==> src/rtl/regfile_dumper.sv <==
// regfile_dumper: walks a contiguous, optionally wrapping, register range
// through one regfile read port and streams {address, data} pairs out over
// a valid/ready handshake. Read-only: it drives the read address and
// nothing else on the regfile.
module regfile_dumper #(
    parameter int DATA_W = 32,
    parameter int ADDR_W = 5
) (
    input  logic              clk,
    input  logic              reset,
    input  logic              start,
    input  logic              abort,
    input  logic [ADDR_W-1:0] first_addr,
    input  logic [ADDR_W-1:0] last_addr,
    output logic [ADDR_W-1:0] ra,
    input  logic [DATA_W-1:0] rd,
    output logic              out_valid,
    input  logic              out_ready,
    output logic [ADDR_W-1:0] out_addr,
    output logic [DATA_W-1:0] out_data,
    output logic              out_last,
    output logic              busy,
    output logic              done,
    output logic [ADDR_W:0]   words_sent
);

    typedef enum logic [1:0] {
        ST_IDLE  = 2'd0,
        ST_FETCH = 2'd1,
        ST_SEND  = 2'd2,
        ST_DONE  = 2'd3
    } state_t;

    state_t              state_q, state_d;
    logic [ADDR_W-1:0]   cur_q, cur_d;
    logic [ADDR_W-1:0]   end_q, end_d;
    logic [ADDR_W-1:0]   out_addr_q, out_addr_d;
    logic [DATA_W-1:0]   out_data_q, out_data_d;
    logic                out_last_q, out_last_d;
    logic                out_valid_q, out_valid_d;
    logic                busy_q, busy_d;
    logic                done_q, done_d;
    logic [ADDR_W:0]     words_sent_q, words_sent_d;
    logic                handshake_s;

    assign handshake_s = out_valid_q && out_ready;

    // Next-state logic and registered-output precompute (flags follow state_d).
    always_comb begin
        state_d      = state_q;
        cur_d        = cur_q;
        end_d        = end_q;
        out_addr_d   = out_addr_q;
        out_data_d   = out_data_q;
        out_last_d   = out_last_q;
        words_sent_d = words_sent_q;
        case (state_q)
            ST_IDLE: begin
                if (start && !abort) begin
                    cur_d        = first_addr;
                    end_d        = last_addr;
                    words_sent_d = '0;
                    state_d      = ST_FETCH;
                end else begin
                    state_d = ST_IDLE;
                end
            end
            ST_FETCH: begin
                if (abort) begin
                    state_d = ST_IDLE;
                end else begin
                    // Snapshot the regfile value at the end of this cycle.
                    out_data_d = rd;
                    out_addr_d = cur_q;
                    out_last_d = (cur_q == end_q);
                    state_d    = ST_SEND;
                end
            end
            ST_SEND: begin
                if (handshake_s) begin
                    // The handshake counts even when abort arrives with it.
                    words_sent_d = words_sent_q + {{ADDR_W{1'b0}}, 1'b1};
                    if (abort) begin
                        state_d = ST_IDLE;
                    end else if (out_last_q) begin
                        state_d = ST_DONE;
                    end else begin
                        cur_d   = cur_q + {{(ADDR_W-1){1'b0}}, 1'b1};
                        state_d = ST_FETCH;
                    end
                end else if (abort) begin
                    state_d = ST_IDLE;
                end else begin
                    state_d = ST_SEND;
                end
            end
            ST_DONE: begin
                state_d = ST_IDLE;
            end
            default: begin
                state_d = ST_IDLE;
            end
        endcase
        out_valid_d = (state_d == ST_SEND);
        busy_d      = (state_d != ST_IDLE);
        done_d      = (state_d == ST_DONE);
    end

    // State and output registers with synchronous active-high reset.
    always_ff @(posedge clk) begin
        if (reset) begin
            state_q      <= ST_IDLE;
            cur_q        <= '0;
            end_q        <= '0;
            out_addr_q   <= '0;
            out_data_q   <= '0;
            out_last_q   <= 1'b0;
            out_valid_q  <= 1'b0;
            busy_q       <= 1'b0;
            done_q       <= 1'b0;
            words_sent_q <= '0;
        end else begin
            state_q      <= state_d;
            cur_q        <= cur_d;
            end_q        <= end_d;
            out_addr_q   <= out_addr_d;
            out_data_q   <= out_data_d;
            out_last_q   <= out_last_d;
            out_valid_q  <= out_valid_d;
            busy_q       <= busy_d;
            done_q       <= done_d;
            words_sent_q <= words_sent_d;
        end
    end

    // Read address decoded from registered state only, so it is clean at the edge.
    always_comb begin
        if ((state_q == ST_FETCH) || (state_q == ST_SEND)) begin
            ra = cur_q;
        end else begin
            ra = '0;
        end
    end

    assign out_valid  = out_valid_q;
    assign out_addr   = out_addr_q;
    assign out_data   = out_data_q;
    assign out_last   = out_last_q;
    assign busy       = busy_q;
    assign done       = done_q;
    assign words_sent = words_sent_q;

endmodule

==> config.mk <==
export PLATFORM = sky130hd
export DESIGN_NAME = regfile_dumper
export DESIGN_NICKNAME = d
export VERILOG_FILES = /design/src/rtl/regfile_dumper.sv
export SDC_FILE = /design/constraint.sdc
export NUM_CORES = 1
export LEC_CHECK = 0
export BUFFER_PORTS_ARGS = -buffer_cell sky130_fd_sc_hd__buf_2
export CORE_ASPECT_RATIO = 0.75
export CORE_MARGIN = 2
export CORE_UTILIZATION = 52
export CTS_CLUSTER_SIZE = 16
export DETAILED_ROUTE_END_ITERATION = 16
export GPL_ROUTABILITY_DRIVEN = 0
export GPL_TIMING_DRIVEN = 0
export PLACE_DENSITY = 0.85
export SLEW_MARGIN = 40
export SYNTH_ARGS = -nofsm -noshare
export SYNTH_HDL_FRONTEND = slang
export SYNTH_SLANG_ARGS = --single-unit
==> constraint.sdc <==
create_clock -name clk -period 3.8 [get_ports clk]
set_input_delay 0.38 -clock clk [delete_from_list [all_inputs] [get_ports clk]]
set_output_delay 0.38 -clock clk [all_outputs]
set_load 0.01 [all_outputs]
==> results.json <==
{
  "run_status": "completed",
  "wl_met1_um": 2748,
  "synth_compound_area_share_pct": 16.03,
  "worstPathArrival_ps": 1420,
  "via_count": 2399,
  "post_cts_resized": 0,
  "synth_common_cells": "nand2_1, dfxtp_1, a21oi_1",
  "post-route-min-period_ps": 1805,
  "avgSynthCellArea_sq_um": 8.412,
  "path_max_fanout": 5,
  "met3WireLength_um": 422,
  "finalSetupTns_ps": 0,
  "synth_edf_count": 0,
  "synthAdderAreaFrac_pct": 3.518,
  "cp_data_required_time_ps": 3420,
  "relSlewSlack_pct": 62.30,
  "syn-cell-area_sq_mm": 0.002490,
  "crit_path_end_kind": "output pin",
  "async_reset_ff_share_pct": 0,
  "cap_violations": 0,
  "yosys-top-cells-area": "dfxtp_1, nand2_1, a21oi_1",
  "synth-seq-area-share_pct": 47.44,
  "synth_warnings": 0,
  "synth.area.mux_share_pct": 3.216,
  "path_buf_inv": 2,
  "rsz0062_at_grt": "false",
  "grt_max_degree": 11,
  "routed-wl-met2_um": 2870,
  "io_pins": 99,
  "h-tree-depth": 3,
  "start_kind": "flop",
  "grt_first_pass_wirelength_um": 10200,
  "synthCells": 296,
  "initial_utilization_pct": 54.78,
  "die_area_sq_mm": 0.005363,
  "die_w_um": 83.90,
  "synth_top_cell_by_area": "dfxtp_1",
  "finalHoldViolations": 0,
  "slowest_stage": "dfxtp_1",
  "cts_max_path_buffers": 2,
  "worstSetupStartpoint": "state_q[1]",
  "first_pass_iters": 4,
  "grt_pass1_vias": 2236,
  "crit_type": "flop to output pin",
  "powerDensity_mw_per_mm2": 420.6,
  "min_path_cells": 3,
  "clkTransAtPathRegs_ps": 70,
  "cts_inserted_buffers": 9,
  "cts_setup_buffers": 0,
  "cts_root_buf": "clkbuf_8",
  "min_from": "rd[13]",
  "cts_tree": "done",
  "max_stage_delay_ps": 360,
  "hold_buffers": 0,
  "reg2reg_slack_ps": 2020,
  "p_leak_nw": 1.469,
  "finClkSkew_ps": 8.230,
  "cpLargestDelayFamily": "flip-flops",
  "fp-row-count": 21,
  "reg2reg_depth": 6,
  "synth_simple_gate_area_share_pct": 23.92,
  "crit_chain": "inv_1, ha_1, and2_1, buf_2",
  "antenna_found_initial": 0,
  "highest_layer": "met4",
  "drive_gt1_share_pct": 31.54,
  "io_buffers": 98,
  "setup_viol": 0,
  "synth_top_family_by_area": "simple AND/OR/NAND/NOR gates",
  "place_hpwl_um": 4604,
  "initialDrtViolationCount": 109,
  "vias_per_cell": 5.148,
  "cp.depth": 4,
  "grt_util_all_layers_pct": 24.25,
  "synth_top_area_share_pct": 47.44,
  "layout.nets": 459,
  "synth-seq-cells": 59,
  "die_height_um": 63.93,
  "period_share_pct": 47.49,
  "insertion_delay_ps": 340,
  "gr-total-overflow": 0,
  "drv_slew": 0,
  "wl_per_cell_um": 13.21,
  "syn_nets": 350,
  "cts.sinks": 59,
  "syn_to_final_growth_pct": 31.21,
  "ys_types": 38,
  "drc": 0,
  "hold_slack_ps": 269.9,
  "ys.flop_type": "dfxtp_1",
  "core_sq_mm": 0.004546,
  "fmax_mhz": 554.2,
  "routed_wl_um": 6158,
  "synth.most_common_cell": "nand2_1",
  "peakVddDrop_mv": 0.3229,
  "diodes": 0,
  "hold_path.class": "input pin to flop",
  "r2r_start": "state_q[1]",
  "ant_nets": 0,
  "synth_xor_area_share_pct": 1.759,
  "tightest_slew_ps": 565.5
}
-- metrics by stage --
step / setup WS [ps] / std cells / util (%) / area, sq um / total power [mW]
2_1_floorplan: 2230 / 296 / - / 2490 / 0.7143
3_3_place_gp: 2063 / 451 / 67.13 / 3052 / 0.7606
3_5_place_dp: 2032 / 451 / 67.13 / 3052 / 0.7641
4_1_cts: 1992 / 466 / 71.87 / 3267 / 1.380
5_1_grt: 1881 / 466 / 71.87 / 3267 / 1.420
6_report: 1995 / 466 / 71.87 / 3267 / 1.374
-- tightest hold or removal path: cells and delay by family --
family                 cells  cell delay (ps)
buffers and inverters      1               90
and+or+nand+nor            1               40
AOI/OAI and AO/OA          1               50
-- power breakdown --
group          switching (mW)  internal, mW
Sequential             0.0118         0.632
Clock                   0.243         0.381
Combinational          0.0561        0.0502
Total                   0.311          1.06
-- flip-flops by register name, indices dropped and copies added, names as in the netlist --
| signal | flops |
|---|---|
| done | 1 |
| state_q | 2 |
| out_valid | 1 |
| out_last | 1 |
| out_addr | 5 |
| busy | 1 |
| cur_q | 5 |
| words_sent | 6 |
| out_data | 32 |
| end_q | 5 |
-- cells by family after synthesis --
family / count (synthesis)
AO/OA/AOI/OAI: 66
XOR/XNOR: 5
multiplexers: 8
buffers and inverters: 23
AND/OR/NAND/NOR: 128
flip-flops: 59
adder cells (fa/ha/maj): 7
-- cell type report --
type | instances | area [sq um]
Tap cell | 57 | 71.32
Clock buffer | 10 | 137.6
Fill cell | 402 | 1279
Buffer | 17 | 80.08
Sequential cell | 59 | 1181
Timing Repair Buffer | 98 | 490.5
Multi-Input combinational cell | 214 | 1206
Clock inverter | 5 | 77.57
Inverter | 6 | 22.52
-- routing by layer --
layer / vias to the layer above / GRT usage (%)
met5: - / 0
met4: 0 / 10.69
met3: 13 / 7.106
met2: 81 / 38.40
met1: 1098 / 30.93
li1: 1207 / -
-- path summary, 6_finish.rpt --
kind                                     end
worst min-delay path            out_data[13]
worst min register to register   out_data[7]
worst max register to register      cur_q[0]
worst max-delay path                   ra[2]
-- cell usage in the layout (no fill, tap or decap), types with 3 or more instances in the layout --
cell,synthesis,routed
a21oi_1,45,45
clkbuf_8,0,10
nand2_1,82,82
dfxtp_1,59,59
nor2_1,9,9
nor2b_1,5,5
clkbuf_1,8,8
xor2_1,3,3
buf_2,7,105
mux2i_1,8,8
o21ai_0,6,6
inv_1,6,6
o22ai_1,3,3
ha_1,7,7
nand2b_1,7,7
nand3_1,5,5
and2_1,5,5
Power figures use the tool's default switching activity.
